## src/rtl/vram_fill_ctrl.sv

```systemverilog
// vram_fill_ctrl: owns the single GPU VRAM write port. Each cycle the port
// carries either a CPU direct pixel write, which always wins, or one pixel of
// a hardware rectangle fill walked in raster order.
//
// Ports:
//   clk, RST                 clock, asynchronous active-high reset
//   cpu_we_i/addr_i/data_i   CPU direct pixel write (one-cycle strobe)
//   cfg_we_i/sel_i/data_i    config writes: 0 origin, 1 size, 2 colour, 3 control
//   vram_we_o/addr_o/data_o  registered VRAM write port
//   busy_o                   fill in progress
//   done_o                   sticky, last fill completed normally
module vram_fill_ctrl #(
  parameter int unsigned H_RES  = 160,
  parameter int unsigned V_RES  = 120,
  parameter int unsigned ADDR_W = 16,
  parameter int unsigned DATA_W = 12
) (
  input  logic              clk,
  input  logic              RST,
  input  logic              cpu_we_i,
  input  logic [ADDR_W-1:0] cpu_addr_i,
  input  logic [DATA_W-1:0] cpu_data_i,
  input  logic              cfg_we_i,
  input  logic [1:0]        cfg_sel_i,
  input  logic [31:0]       cfg_data_i,
  output logic              vram_we_o,
  output logic [ADDR_W-1:0] vram_addr_o,
  output logic [DATA_W-1:0] vram_data_o,
  output logic              busy_o,
  output logic              done_o
);

  localparam int unsigned CW = 16;
  localparam int unsigned EW = 17;
  localparam logic [EW-1:0] H_LIM = EW'(H_RES);
  localparam logic [EW-1:0] V_LIM = EW'(V_RES);

  typedef enum logic [1:0] {S_IDLE, S_SETUP, S_FILL, S_FINISH} state_t;

  state_t state_q, state_d;

  // Shadow registers, written by the CPU at any time
  logic [CW-1:0]     sh_x_q, sh_y_q, sh_w_q, sh_h_q;
  logic [DATA_W-1:0] sh_col_q;

  // Working registers for the active fill
  logic [CW-1:0]     wk_x_q, wk_y_q, wk_w_q, wk_h_q;
  logic [CW-1:0]     wk_x_d, wk_y_d, wk_w_d, wk_h_d;
  logic [DATA_W-1:0] wk_col_q, wk_col_d;
  logic [EW-1:0]     x_end_q, x_end_d, y_end_q, y_end_d;
  logic [CW-1:0]     col_q, col_d, row_q, row_d;
  logic [ADDR_W-1:0] row_base_q, row_base_d;

  logic              vram_we_d;
  logic [ADDR_W-1:0] vram_addr_d;
  logic [DATA_W-1:0] vram_data_d;
  logic              busy_d, done_d;

  logic              start_c, abort_c;
  logic [EW-1:0]     x_sum_c, y_sum_c, x_clip_c, y_clip_c;
  logic              empty_c;
  logic [ADDR_W-1:0] row_base0_c, fill_addr_c;
  logic              last_col_c, last_row_c;

  // Control register strobes; never stored
  assign start_c = cfg_we_i && (cfg_sel_i == 2'd3) && cfg_data_i[0];
  assign abort_c = cfg_we_i && (cfg_sel_i == 2'd3) && cfg_data_i[1];

  // Clip arithmetic at 17 bits so x+w / y+h cannot wrap
  assign x_sum_c  = EW'(wk_x_q) + EW'(wk_w_q);
  assign y_sum_c  = EW'(wk_y_q) + EW'(wk_h_q);
  assign x_clip_c = (x_sum_c > H_LIM) ? H_LIM : x_sum_c;
  assign y_clip_c = (y_sum_c > V_LIM) ? V_LIM : y_sum_c;
  assign empty_c  = (wk_w_q == '0) || (wk_h_q == '0) ||
                    (EW'(wk_x_q) >= H_LIM) || (EW'(wk_y_q) >= V_LIM);

  // Constant multiply; y is below V_RES here so this reduces to a small shift-add
  assign row_base0_c = ADDR_W'(32'(wk_y_q) * 32'(H_RES) + 32'(wk_x_q));

  assign fill_addr_c = row_base_q + ADDR_W'(col_q - wk_x_q);
  assign last_col_c  = (EW'(col_q) + EW'(1)) == x_end_q;
  assign last_row_c  = (EW'(row_q) + EW'(1)) == y_end_q;

  // Shadow register writes
  always_ff @(posedge clk or posedge RST) begin
    if (RST) begin
      sh_x_q   <= '0;
      sh_y_q   <= '0;
      sh_w_q   <= '0;
      sh_h_q   <= '0;
      sh_col_q <= '0;
    end else if (cfg_we_i) begin
      case (cfg_sel_i)
        2'd0: begin
          sh_x_q <= cfg_data_i[15:0];
          sh_y_q <= cfg_data_i[31:16];
        end
        2'd1: begin
          sh_w_q <= cfg_data_i[15:0];
          sh_h_q <= cfg_data_i[31:16];
        end
        2'd2:    sh_col_q <= cfg_data_i[DATA_W-1:0];
        default: ;
      endcase
    end
  end

  // Next-state, arbitration and fill walk
  always_comb begin
    state_d     = state_q;
    wk_x_d      = wk_x_q;
    wk_y_d      = wk_y_q;
    wk_w_d      = wk_w_q;
    wk_h_d      = wk_h_q;
    wk_col_d    = wk_col_q;
    x_end_d     = x_end_q;
    y_end_d     = y_end_q;
    col_d       = col_q;
    row_d       = row_q;
    row_base_d  = row_base_q;
    vram_we_d   = 1'b0;
    vram_addr_d = vram_addr_o;
    vram_data_d = vram_data_o;
    busy_d      = busy_o;
    done_d      = done_o;

    // CPU write always takes the port
    if (cpu_we_i) begin
      vram_we_d   = 1'b1;
      vram_addr_d = cpu_addr_i;
      vram_data_d = cpu_data_i;
    end

    case (state_q)
      S_IDLE: begin
        if (start_c && !abort_c) begin
          wk_x_d   = sh_x_q;
          wk_y_d   = sh_y_q;
          wk_w_d   = sh_w_q;
          wk_h_d   = sh_h_q;
          wk_col_d = sh_col_q;
          done_d   = 1'b0;
          busy_d   = 1'b1;
          state_d  = S_SETUP;
        end
      end
      S_SETUP: begin
        if (abort_c) begin
          busy_d  = 1'b0;
          state_d = S_IDLE;
        end else if (empty_c) begin
          busy_d  = 1'b0;
          done_d  = 1'b1;
          state_d = S_IDLE;
        end else begin
          x_end_d    = x_clip_c;
          y_end_d    = y_clip_c;
          row_base_d = row_base0_c;
          col_d      = wk_x_q;
          row_d      = wk_y_q;
          state_d    = S_FILL;
        end
      end
      S_FILL: begin
        if (abort_c) begin
          busy_d  = 1'b0;
          state_d = S_IDLE;
        end else if (!cpu_we_i) begin
          vram_we_d   = 1'b1;
          vram_addr_d = fill_addr_c;
          vram_data_d = wk_col_q;
          if (last_col_c) begin
            if (last_row_c) begin
              state_d = S_FINISH;
            end else begin
              col_d      = wk_x_q;
              row_d      = row_q + CW'(1);
              row_base_d = row_base_q + ADDR_W'(H_RES);
            end
          end else begin
            col_d = col_q + CW'(1);
          end
        end
      end
      S_FINISH: begin
        // Last pixel is on the port; report completion one edge later
        busy_d  = 1'b0;
        done_d  = !abort_c;
        state_d = S_IDLE;
      end
      default: state_d = S_IDLE;
    endcase
  end

  // State and output registers
  always_ff @(posedge clk or posedge RST) begin
    if (RST) begin
      state_q     <= S_IDLE;
      wk_x_q      <= '0;
      wk_y_q      <= '0;
      wk_w_q      <= '0;
      wk_h_q      <= '0;
      wk_col_q    <= '0;
      x_end_q     <= '0;
      y_end_q     <= '0;
      col_q       <= '0;
      row_q       <= '0;
      row_base_q  <= '0;
      vram_we_o   <= 1'b0;
      vram_addr_o <= '0;
      vram_data_o <= '0;
      busy_o      <= 1'b0;
      done_o      <= 1'b0;
    end else begin
      state_q     <= state_d;
      wk_x_q      <= wk_x_d;
      wk_y_q      <= wk_y_d;
      wk_w_q      <= wk_w_d;
      wk_h_q      <= wk_h_d;
      wk_col_q    <= wk_col_d;
      x_end_q     <= x_end_d;
      y_end_q     <= y_end_d;
      col_q       <= col_d;
      row_q       <= row_d;
      row_base_q  <= row_base_d;
      vram_we_o   <= vram_we_d;
      vram_addr_o <= vram_addr_d;
      vram_data_o <= vram_data_d;
      busy_o      <= busy_d;
      done_o      <= done_d;
    end
  end

endmodule
```

## config.mk

```make
export PLATFORM = sky130hd
export DESIGN_NAME = vram_fill_ctrl
export DESIGN_NICKNAME = d
export VERILOG_FILES = /design/src/rtl/vram_fill_ctrl.sv
export SDC_FILE = /design/constraint.sdc
export NUM_CORES = 1
export LEC_CHECK = 0
export ABC_AREA = 1
export ABC_CLOCK_PERIOD_IN_PS = 21400
export BUFFER_PORTS_ARGS = -buffer_cell sky130_fd_sc_hd__buf_2
export CAP_MARGIN = 20
export CORE_MARGIN = 5
export CORE_UTILIZATION = 25
export DETAILED_ROUTE_END_ITERATION = 16
export GPL_TIMING_DRIVEN = 1
export PLACE_DENSITY = 0.46
export REMOVE_ABC_BUFFERS = 1
export SYNTH_ARGS = -nofsm -noshare
export SYNTH_HDL_FRONTEND = slang
export SYNTH_SLANG_ARGS = --single-unit
```

## constraint.sdc

```tcl
create_clock -name clk -period 21.4 [get_ports clk]
set_input_delay 4.28 -clock clk [delete_from_list [all_inputs] [get_ports clk]]
set_output_delay 4.28 -clock clk [all_outputs]
set_load 0.02 [all_outputs]
```

# ---- Word-level counts from Yosys, hierarchy flattened
# Cells that the tools add are included.
# Widths: inputs -> output; s select.
dict set report op_classes {
  n_addsub 10
  n_mul 1
  order_cmp 4
  eq_ne 22
  mux 52
  bitwise_logic 2
  reduce_logical 24
}
# op count
set op_table {}
lappend op_table {{$mux 16} 22}
lappend op_table {{$pmux 16 s2} 3}
lappend op_table {{$mux 12} 4}
lappend op_table {{$add 16x1->17 const B} 2}
lappend op_table {{$add 16x16->17} 2}
lappend op_table {{$eq 17x17->1} 2}
lappend op_table {{$mux 17} 2}
lappend op_table {{$add 16x1->16 const B} 2}
lappend op_table {{$add 16x16->16} 2}
lappend op_table {{$logic_not 16->1} 2}
lappend op_table {{$ne 2x2->1 const B} 9}
lappend op_table {{$gt 17x7->1 const B} 1}
lappend op_table {{$gt 17x8->1 const B} 1}
lappend op_table {{$add 16x8->16 const B} 1}
lappend op_table {{$ge 16x7->1 const B} 1}
lappend op_table {{$ge 16x8->1 const B} 1}
lappend op_table {{$mul 16x3->11 const B} 1}
lappend op_table {{$sub 16x16->16} 1}
lappend op_table {{$ne 3x3->1 const B} 5}
lappend op_table {{$mux 2} 7}
lappend op_table {{$mux 1} 11}
lappend op_table {{$eq 2x2->1 const B} 4}
lappend op_table {{$pmux 2 s4} 1}
lappend op_table {{$reduce_and 2->1} 4}
lappend op_table {{other kinds (14)} 24}
dict set report totals {
  reg_bits 267
  inputBits 66
  output_inout_bits 31
  word_cells 136
}

# ---- Depth between registers and ports, before layout
# Gate-level depths: netlist of the first run.
dict set report depth {
  depth_word 7
  depth_mapped 22
  mapped_depth_nobuf 22
}

# ---- Least setup slack after synthesis of the first run
# Ideal clock, no wire load.
dict set report synth_timing {
  path_type {input to register}
  startpoint {in cfg_we_i}
  endpoint {reg vram_addr_o[1]}
  arrival_ns 5.602
  slack_ns 15.666
  cell_stages 8
  path_buffers 1
  cell_sequence {nand3_1 -> nor2_2 -> nor2_1 -> nor2_1 -> inv_1 -> clkbuf_1 -> o22ai_1 -> a21oi_1}
}
dict set report synth_via {
  elab_chain_len 4
}
# item line
set synth_lines {}
lappend synth_lines {{start, declared} 23} ;# input logic cfg_we_i,
lappend synth_lines {{$logic_and 1x1->1 (2 in series)} 67} ;# assign abort_c = cfg_we_i && (cfg_sel_i == 2'd3) && cfg_data_i[1];
lappend synth_lines {{$mux 16} 165} ;# if (abort_c) begin
lappend synth_lines {{$mux 16} 134} ;# case (state_q)
lappend synth_lines {{via vram_addr_d[1]} 55} ;# logic [ADDR_W-1:0] vram_addr_d;
lappend synth_lines {{end signal, assigned} 227} ;# vram_addr_o <= vram_addr_d;
lappend synth_lines {{end, declared} 27} ;# output logic [ADDR_W-1:0] vram_addr_o,
# The timed path passes the listed nets, and every way through them passes these cells.
# A chain may end at the register's enable or synchronous reset.

# ---- Worst setup path after layout of the first run
dict set report layout_timing {
  startpoint {in cfg_we_i}
  endpoint {reg wk_y_q[3]}
}
dict set report layout_via {
  elab_chain_len 5
}
# item line
set layout_lines {}
lappend layout_lines {{$logic_and 1x1->1 (*)} {66, 67}}
lappend layout_lines {{$logic_and 1x1->1} 67}
lappend layout_lines {{$logic_not 1->1} 136} ;# if (start_c && !abort_c) begin
lappend layout_lines {{$logic_and 1x1->1 (*)} 136}
lappend layout_lines {{$reduce_and 2->1 (no line) (*)} --}
lappend layout_lines {{end signal, assigned} 217} ;# wk_y_q <= wk_y_d;
lappend layout_lines {{end, declared} 47} ;# logic [CW-1:0] wk_x_q, wk_y_q, wk_w_q, wk_h_q;
# Mark *: on every way between the ends. The rest lies on a longest branch, timed or not.

==> results of run 1 <==
==> where the power goes <==
part           internal (mW)  leakage (nW)  total, mW  switching, mW
clock                  0.372         0.565      0.599          0.227
combinational          0.515          5.97       1.39          0.877
sequential             0.628          3.33      0.793          0.166
total                   1.52          9.87       2.78           1.27
==> metal layers <==
metal	GRT usage [%]	up-vias	part of all wire, %
met1	20.3	7039	48
met5	0	-	0
met4	3.36	0	2.1
met3	2.20	68	3.9
met2	23.1	291	46
li1	-	7442	-
==> per-stage QoR <==
stage	cells	hold WS, ps	instance area, um^2
final	3206	461	19200
after global routing	3206	499	19200
after CTS	3206	467	19200
after detailed placement	3147	452	18000
after global placement	3147	457	18000
after floorplan	2172	436	16300
==> registers in the layout, summed over array words and instances, names as in the netlist, 12 cells and up <==
name         cells
sh_w_q          16
y_end_q         17
sh_col_q        12
col_q           16
wk_col_q        12
wk_y_q          16
row_q           16
sh_h_q          16
vram_data_o     12
sh_y_q          16
wk_w_q          16
wk_x_q          16
sh_x_q          16
x_end_q         17
row_base_q      16
vram_addr_o     16
wk_h_q          16
==> final timing paths <==
kind,start,slack (ps),cells past startpoint,end
max,cfg_we_i,15170,10,wk_y_q[3]$_DFFE_PP0P_
min in group asynchronous,RST,3830,2,sh_col_q[7]$_DFFE_PP0P_
max reg2reg,row_q[0]$_DFFE_PP0P_,17370,14,row_q[7]$_DFFE_PP0P_
min,x_end_q[10]$_DFFE_PP0P_,460,2,x_end_q[10]$_DFFE_PP0P_
min reg2reg,x_end_q[10]$_DFFE_PP0P_,460,2,x_end_q[10]$_DFFE_PP0P_
max in group asynchronous,RST,15500,4,row_base_q[13]$_DFFE_PP0P_
==> final cells by class <==
cell class / instances / area (um^2) / share of cell area, %
flip-flops and latches: 267 / 6680 / 34.9
multi-input cells: 1634 / 8640 / 45.1
well taps: 864 / 1080 / 5.64
inverters: 271 / 1020 / 5.35
repair buffers: 111 / 593 / 3.09
clock inverters: 8 / 144 / 0.751
clock buffers: 51 / 1010 / 5.25
==> placed cells by master, fill, tap and decap left out, drive strengths merged, types with 4 or more instances in the layout <==
cell | netlist | layout
a31oi | 11 | 11
nand3 | 205 | 205
nor3 | 15 | 15
a21o | 6 | 6
bufinv | 0 | 4
a21oi | 84 | 84
o31ai | 7 | 7
fa | 19 | 19
o21ai | 152 | 152
xnor2 | 19 | 19
clkinv | 2 | 5
dfrtp | 267 | 267
o21bai | 10 | 10
inv | 269 | 270
ha | 77 | 77
buf | 28 | 111
nand3b | 16 | 16
nor4 | 6 | 6
o22ai | 16 | 16
a21boi | 4 | 4
nor2 | 170 | 170
nand2 | 697 | 697
or2 | 13 | 13
clkbuf | 43 | 51
xor2 | 34 | 34
nand4 | 55 | 55
==> cells by family (layout without fill, tap and decap cells) <==
group / after synthesis / count (layout) / share of synthesized area, %
AND/OR/NAND/NOR: 1182 / 1182 / 30.8
flip-flops: 267 / 267 / 40.2
adder cells (fa/ha/maj): 96 / 96 / 8.08
AO/OA/AOI/OAI: 303 / 303 / 10.0
buffers and inverters: 342 / 441 / 8.11
XOR/XNOR: 53 / 53 / 2.79
==> worst register-to-register path, stage by stage (launching register included) <==
cell,delay [ps]
dfrtp_1,450
ha_1,260
nand2_4,120
nor2_4,190
nand2_1,70
nand2_1,60
nand2_1,120
nand2_1,110
nand3_1,70
nor2_1,100
nor3b_1,280
nand3_1,800
nand3_1,1080
nand2_1,130
nand2_1,90
==> impl_metrics.py, run 1 <==
metrics = {
    "cells_and_area": {
        "syn_to_final_growth_pct": 15.2,
        "fillers": 7211,
        "antenna_cells": 0,
        "nets": 2481,
        "drive_above_1_share_pct": 9.44,
        "postLayoutCoreUtil_pct": 29.1,
    },
    "clock_network": {
        "post_cts_buffers": 0,
        "clkLatencyLatePin_ps": 540,
        "numCtsBuffers": 34,
        "h-tree-depth": 2,
        "path_clk_slew_ps": 60,
        "clock-sinks": 267,
        "cts-resized-gates": 0,
        "ctsLongestPathBuffers": 3,
        "cts_tree": "yes",
        "root_buffer": "clkbuf_16",
        "cts_hold_buf": 0,
    },
    "drt": {
        "drc": 0,
        "first_iter_violations": 938,
        "wl_um": 51100,
        "num_vias": 14800,
        "viasPerCell": 4.63,
        "wl_per_cell_um": 15.9,
        "ant_nets": 0,
        "dr.pass1.iters": 5,
    },
    "synthesis": {
        "synth_warnings": 0,
        "syn_area_um2": 16600,
        "synth_area_leaders": "dfrtp_1 40%, nand2_1 15%, nand3_1 6.1%",
        "synth_edf_count": 0,
        "synth_top_area_share_pct": 40.2,
        "avgSynthCellArea_um2": 7.42,
        "ys_top_cells_by_count": "681 x nand2_1, 267 x dfrtp_1, 263 x inv_1",
        "ys_types": 48,
        "synth_seq_cells": 267,
        "post-synth-top-count-cell": "nand2_1",
        "syn_inst": 2243,
        "async_reset_ff_share_pct": 100,
        "synth_top_area_cell": "dfrtp_1",
        "ys.flop_type": "dfrtp_1",
        "yosysSeqAreaShare_pct": 40.2,
    },
    "sta": {
        "fin_skew_ps": 37.6,
        "finalSetupTns_ps": 0,
        "hold_viol": 0,
        "fmax_mhz": 161,
        "rsz0062_at_grt": "false",
        "min_period_over_period_pct": 29.1,
        "setup_ws_ps": 15170,
        "post-route-min-period_ps": 6230,
        "maxSlewViolCount": 0,
        "tightestPinTransition_ps": 1040,
        "relSlewSlack_pct": 30.6,
        "setup_viol": 0,
    },
    "placement": {
        "place.gp.congestion": 0.837,
        "io_buffers": 96,
        "dp_hpwl_um": 37700,
        "post-place-ws_ps": 14550,
    },
    "setup_path": {
        "slowest_stage": "nand2_4",
        "path_delay_family": "simple AND/OR/NAND/NOR gates",
        "cp.arrival_ps": 6610,
        "slowest_delay_ps": 580,
        "crit_chain": "buf_2, nand3_1, nor2_2, nor2_1, inv_1, nand3_1, inv_2, nand2_4, nor2_1, a21oi_1",
        "endpoint_kind": "flop",
        "critPathKind": "in2reg",
        "required_ps": 21780,
        "cp-start-kind": "primary input",
        "cp.buffers_inverters": 3,
        "cp_max_fo": 93,
    },
    "grt": {
        "first_global_vias": 14900,
        "grt_max_degree": 104,
        "track_usage_pct": 14.3,
        "grt-ovfl-total": 0,
        "antenna_found_initial": 0,
        "grt_pass1_wl_um": 83300,
    },
    "floorplan": {
        "die_area_um2": 71800,
        "die_y_um": 268,
        "die_w_um": 268,
        "coreArea_um2": 65900,
        "ioPinCount": 97,
        "num_rows": 94,
        "start_util_pct": 25.3,
    },
    "power": {
        "power.total_mw": 2.78,
        "p_leak_nw": 9.87,
        "p_per_area_nw_per_um2": 145,
        "irDropWorstVdd_mv": 0.0604,
    },
    "status": {
        "status": "completed",
    },
    "run": {
        "timing.max_cap.violations": 0,
    },
    "hold_path": {
        "worstHoldPathType": "reg2reg",
    },
}
(Power assumes the default switching activity.)
==> run 2: changes to the inputs <==
ABC_AREA = 0   (was 1)
ABC_CLOCK_PERIOD_IN_PS = 5100   (was 21400)
PLACE_DENSITY = 0.48   (was 0.46)
clock period = 5.1 ns   (was 21.4 ns; I/O delays follow)
==> run 2 against run 1 <==
Design area down 5.6%. Clock skew decreased by 11 ps. Final cell count is 23% lower. Clock power grew to 3.5 times the previous value. Sequential power increased to 4.0 times the previous value. Largest cell class unchanged. Largest power group unchanged.
==> impl_metrics.py, run 2 <==
metrics = {
    "status": {
        "status": "completed",
    },
    "clock_network": {
        "cts_hold_buf": 0,
        "clkLatencyLatePin_ps": 580,
        "numCtsBuffers": 30,
        "path_clk_slew_ps": 60,
        "cts-resized-gates": 0,
        "cts_tree": "yes",
        "clock-sinks": 267,
        "h-tree-depth": 1,
        "root_buffer": "clkbuf_16",
        "post_cts_buffers": 0,
        "ctsLongestPathBuffers": 3,
    },
    "grt": {
        "grt_max_degree": 123,
        "first_global_vias": 11800,
        "grt_pass1_wl_um": 67800,
        "grt-ovfl-total": 0,
        "track_usage_pct": 12.2,
        "antenna_found_initial": 2,
    },
    "setup_path": {
        "r2r_cells": 11,
        "endpoint_kind": "flop",
        "cp_max_fo": 22,
        "cp-start-kind": "flop",
        "critPathKind": "reg2reg",
        "r2r-start": "col_q[0]$_DFFE_PP0P_",
        "r2r_slack_ps": 960,
        "worstReg2RegEnd": "row_q[14]$_DFFE_PP0P_",
        "cp.arrival_ps": 4580,
        "required_ps": 5540,
    },
    "drt": {
        "ant_nets": 0,
        "viasPerCell": 4.73,
        "wl_um": 42000,
        "first_iter_violations": 712,
        "wl_per_cell_um": 17.0,
        "dr.pass1.iters": 5,
        "drc": 0,
        "num_vias": 11700,
    },
    "synthesis": {
        "post-synth-top-count-cell": "dfrtp_1",
        "synth_warnings": 0,
        "ys_top_cells_by_count": "267 x dfrtp_1, 153 x mux2_2, 93 x nand2_1",
        "syn_inst": 1523,
        "synth_top_area_cell": "dfrtp_1",
        "synth_top_area_share_pct": 42.5,
        "syn_area_um2": 15700,
        "ys.flop_type": "dfrtp_1",
        "yosysSeqAreaShare_pct": 42.5,
        "ys_types": 80,
        "synth_edf_count": 0,
        "async_reset_ff_share_pct": 100,
        "synth_area_leaders": "dfrtp_1 42%, mux2_2 11%, ha_1 6.1%",
        "synth_seq_cells": 267,
        "avgSynthCellArea_um2": 10.3,
    },
    "power": {
        "p_per_area_nw_per_um2": 535,
        "irDropWorstVdd_mv": 0.246,
        "power.total_mw": 9.69,
        "p_leak_nw": 8.07,
    },
    "cells_and_area": {
        "final_cell_mix": "267 x dfrtp_1, 153 x mux2_2, 96 x buf_2, 92 x nand2_1, 87 x a21oi_1",
        "postLayoutCellArea_um2": 18100,
        "layout_commonest_cell": "dfrtp_1",
        "largestRegisters": "x_end_q x17, y_end_q x17",
        "fillers": 6549,
        "nets": 1759,
        "syn_to_final_growth_pct": 15.0,
        "finalNonFillerCells": 2464,
        "drive_above_1_share_pct": 21.4,
    },
    "floorplan": {
        "coreArea_um2": 62700,
        "die_y_um": 261,
        "num_rows": 92,
        "die_w_um": 261,
        "ioPinCount": 97,
        "die_area_um2": 68100,
        "start_util_pct": 25.1,
    },
    "sta": {
        "fin_skew_ps": 26.3,
        "min_period_over_period_pct": 81.2,
        "post-route-min-period_ps": 4140,
        "maxSlewViolCount": 0,
        "hold_viol": 0,
        "setup_viol": 0,
        "whs_ps": 486,
        "finalSetupTns_ps": 0,
        "tightestPinTransition_ps": 1080,
        "rsz0062_at_grt": "false",
        "relSlewSlack_pct": 27.8,
        "fmax_mhz": 242,
    },
    "placement": {
        "place.gp.congestion": 0.876,
        "io_buffers": 96,
        "placed_cells": 2411,
        "postPlaceCellArea_um2": 17200,
        "dp_hpwl_um": 31000,
    },
    "hold_path": {
        "min_path_cells": 1,
        "worstHoldPathType": "reg2reg",
        "hold_end": "wk_x_q[11]$_DFFE_PP0P_",
        "worstHoldStart": "sh_x_q[11]$_DFFE_PP0P_",
    },
    "run": {
        "timing.max_cap.violations": 0,
    },
}
-- run 2: cell types whose count changed after synthesis, sizes merged, moves of 14 or more --
| cell | before | now |
|---|---|---|
| a21o | 6 | 27 |
| and2 | 2 | 27 |
| inv | 269 | 82 |
| mux2 | 0 | 153 |
| mux2i | 0 | 24 |
| nand2 | 697 | 93 |
| nand3 | 205 | 30 |
| nand4 | 55 | 25 |
| nor2 | 170 | 81 |
| nor3 | 15 | 30 |
| o21ai | 152 | 82 |
| o22a | 0 | 14 |
| xnor2 | 19 | 50 |
-- run 2: logic make-up (layout without fill, tap and decap cells) --
group                    Yosys count  in the layout  synth area share, %
AND/OR/NAND/NOR                  380            380                 12.4
AO/OA/AOI/OAI                    367            367                 15.6
flip-flops                       267            267                 42.5
multiplexers                     177            177                 12.5
buffers and inverters            155            249                 3.98
adder cells (fa/ha/maj)           96             96                 8.54
XOR/XNOR                          81             81                 4.51
other                              0              1                    0
-- run 2: worst max-delay path: stages (launching register included) --
cell and delay, ps:
dfrtp_1 480, ha_1 350, and4_1 330, a21oi_1 90, or4_1 470, a21oi_1 170, o211ai_1 160, nor3_1 400
and3b_1 820, buf_4 360, nand2_1 80, mux2_2 280
-- run 2: cell type report --
| class | instances | area (um^2) | share of cell area, % |
|---|---|---|---|
| multi-input combinational | 1101 | 8460 | 46.8 |
| sequential | 267 | 6680 | 36.9 |
| tap | 846 | 1060 | 5.85 |
| clock buffer | 39 | 835 | 4.61 |
| timing repair buffer | 115 | 636 | 3.51 |
| inverter | 82 | 315 | 1.74 |
| clock inverter | 13 | 109 | 0.601 |
| antenna | 1 | 2.50 | 0.0138 |
-- run 2: worst max path at each step --
stage | startpoint | endpoint
floorplan | RST | busy_o$_DFFE_PP0P_
global placement | col_q[0]$_DFFE_PP0P_ | row_q[14]$_DFFE_PP0P_
detailed placement | col_q[3]$_DFFE_PP0P_ | row_q[14]$_DFFE_PP0P_
CTS | col_q[0]$_DFFE_PP0P_ | row_q[14]$_DFFE_PP0P_
global route | col_q[0]$_DFFE_PP0P_ | row_q[14]$_DFFE_PP0P_
finish | col_q[0]$_DFFE_PP0P_ | row_q[14]$_DFFE_PP0P_
-- run 2: stage by stage --
stage                     utilization [%]  setup WS (ps)
after floorplan                         -          -3270
after global routing                 28.8            599
final                                28.9            961
after detailed placement             27.3           1050
after global placement               27.3           1130
after CTS                            28.8            982
-- run 2: per-layer routing --
layer / track usage, % / up-vias / share of wire, %
li1: - / 5691 / -
met2: 19.6 / 209 / 45
met3: 1.61 / 46 / 3.7
met1: 17.8 / 5717 / 50
met4: 2.61 / 2 / 1.8
met5: 0 / - / 0.026
-- run 2: where the power goes --
part / switching (mW) / internal (mW) / total, mW
clock: 0.889 / 1.20 / 2.08
sequential: 0.611 / 2.57 / 3.18
combinational: 2.43 / 2.00 / 4.43
==> run 3: changes to the inputs <==
ABC_AREA = 1   (was 0)
ABC_CLOCK_PERIOD_IN_PS = 3950   (was 5100)
PLACE_DENSITY = 0.46   (was 0.48)
clock period = 3.95 ns   (was 5.1 ns; I/O delays follow)
==> run 3 against run 2 <==
Clock skew grew 11 ps. Sequential share of layout area fell by 2.0 points. Total power rose by 52%. Register-to-register slack worse by 490 ps. Flip-flop and latch count did not move. Sequential power rose by 33%. Die area rose by 5.5%. Worst setup slack worse by 490 ps. Worst hold slack lost 160 ps. Critical path type unchanged.
==> impl_metrics.py, run 3 (synthesis results as in run 1) <==
metrics = {
    "grt": {
        "grt-ovfl-total": 0,
        "track_usage_pct": 14.4,
        "antenna_found_initial": 0,
        "grt_max_degree": 95,
        "grt_pass1_wl_um": 84400,
        "first_global_vias": 15000,
    },
    "clock_network": {
        "cts_tree": "yes",
        "clock-sinks": 267,
        "root_buffer": "clkbuf_16",
        "cts_hold_buf": 0,
        "post_cts_buffers": 0,
        "cts-resized-gates": 0,
        "ctsLongestPathBuffers": 3,
        "clkLatencyLatePin_ps": 590,
        "path_clk_slew_ps": 70,
        "numCtsBuffers": 31,
        "h-tree-depth": 1,
    },
    "cells_and_area": {
        "layout_commonest_cell": "nand2_1",
        "final_cell_mix": "680 x nand2_1, 267 x dfrtp_1, 262 x inv_1, 200 x nand3_1, 151 x nor2_1",
        "nets": 2493,
        "syn_to_final_growth_pct": 14.9,
        "drive_above_1_share_pct": 10.0,
        "largestRegisters": "x_end_q x17, y_end_q x17",
    },
    "drt": {
        "wl_um": 51600,
        "first_iter_violations": 1132,
        "dr.pass1.iters": 5,
        "drc": 0,
        "viasPerCell": 4.60,
        "wl_per_cell_um": 16.0,
        "ant_nets": 0,
        "num_vias": 14800,
    },
    "floorplan": {
        "coreArea_um2": 65900,
        "die_y_um": 268,
        "num_rows": 94,
        "start_util_pct": 25.3,
        "ioPinCount": 97,
        "die_area_um2": 71800,
        "die_w_um": 268,
    },
    "setup_path": {
        "required_ps": 4430,
        "cp.arrival_ps": 3960,
        "critPathKind": "reg2reg",
        "endpoint_kind": "flop",
        "cp_max_fo": 8,
        "cp-start-kind": "flop",
    },
    "placement": {
        "io_buffers": 96,
        "place.gp.congestion": 0.864,
        "dp_hpwl_um": 38400,
        "post-place-ws_ps": 529,
    },
    "sta": {
        "whs_ps": 330,
        "rsz0062_at_grt": "false",
        "setup_viol": 0,
        "setup_ws_ps": 470,
        "post-route-min-period_ps": 3480,
        "tightestPinTransition_ps": 1060,
        "relSlewSlack_pct": 29.1,
        "hold_viol": 0,
        "fmax_mhz": 287,
        "fin_skew_ps": 37.1,
        "maxSlewViolCount": 0,
        "min_period_over_period_pct": 88.1,
    },
    "power": {
        "p_leak_nw": 9.86,
        "irDropWorstVdd_mv": 0.307,
        "p_per_area_nw_per_um2": 771,
        "power.total_mw": 14.7,
    },
    "status": {
        "status": "completed",
    },
    "hold_path": {
        "worstHoldPathType": "in2async",
    },
    "run": {
        "timing.max_cap.violations": 0,
    },
}
## run 3: cell types whose count changed in the layout (fill, tap and decap cells not counted), sizes merged, moves of 15 or more
cell / change
nand4: +30
and2: -25
o21ai: +70
a21o: -21
mux2: -153
xnor2: -31
mux2i: -24
inv: +190
nor2: +89
nand2: +604
nand3: +175
nor3: -15
## run 3: path summary, 6_finish.rpt
path                                          startpoint                         to  slack [ps]  depth (start not counted)
worst max-delay path                col_q[2]$_DFFE_PP0P_  vram_addr_o[13]$_DFF_PP0_         470                         15
worst min-delay path                                 RST    wk_col_q[7]$_DFFE_PP0P_         330                          2
max in group asynchronous                            RST     sh_w_q[12]$_DFFE_PP0P_        2740                          3
min in group clk                           cpu_addr_i[3]   vram_addr_o[3]$_DFF_PP0_         430                          3
worst min register to register  wk_col_q[11]$_DFFE_PP0P_   wk_col_q[11]$_DFFE_PP0P_         480                          2
worst max register to register      col_q[2]$_DFFE_PP0P_  vram_addr_o[13]$_DFF_PP0_         470                         15
## run 3: routing by layer
metal  part of all wire, %  track usage [%]  vias up
li1                      -                -     7470
met1                    49             20.7     7082
met2                    46             23.6      224
met3                   3.1             1.72       46
met4                   1.8             2.77        0
met5                     0                0        -
## run 3: layout make-up
| type | instances | area, um^2 |
|---|---|---|
| fillers | 7288 | 46700 |
| flip-flops and latches | 267 | 6680 |
| clock buffers | 42 | 857 |
| multi-input cells | 1634 | 8640 |
| well taps | 864 | 1080 |
| clock inverters | 15 | 92.6 |
| inverters | 271 | 1020 |
| diodes | 1 | 2.50 |
| repair buffers | 126 | 743 |
## run 3: worst max-delay path: stages (launching register included)
cell	delay, ps
dfrtp_1	480
inv_1	100
fa_1	540
inv_1	40
ha_1	340
nand2_1	60
o21ai_0	290
a21oi_1	150
o21ai_0	290
a21boi_0	200
o21ai_0	470
nand2_1	140
nand2_1	90
nand2_1	50
nand3_1	60
nand2_1	50
## run 3: where the power goes
group / internal, mW / switching [mW]
combinational: 2.87 / 4.91
sequential: 3.40 / 0.832
clock: 1.52 / 1.21
## run 3: metrics by stage
step | utilization (%) | cell area, um^2 | std cells | setup TNS [ps]
floorplan | - | 16300 | 2172 | -1207500
global placement | 27.6 | 18200 | 3162 | 0
detailed placement | 27.6 | 18200 | 3162 | 0
CTS | 29.0 | 19100 | 3219 | 0
global route | 29.0 | 19100 | 3219 | 0
finish | 29.0 | 19100 | 3220 | 0
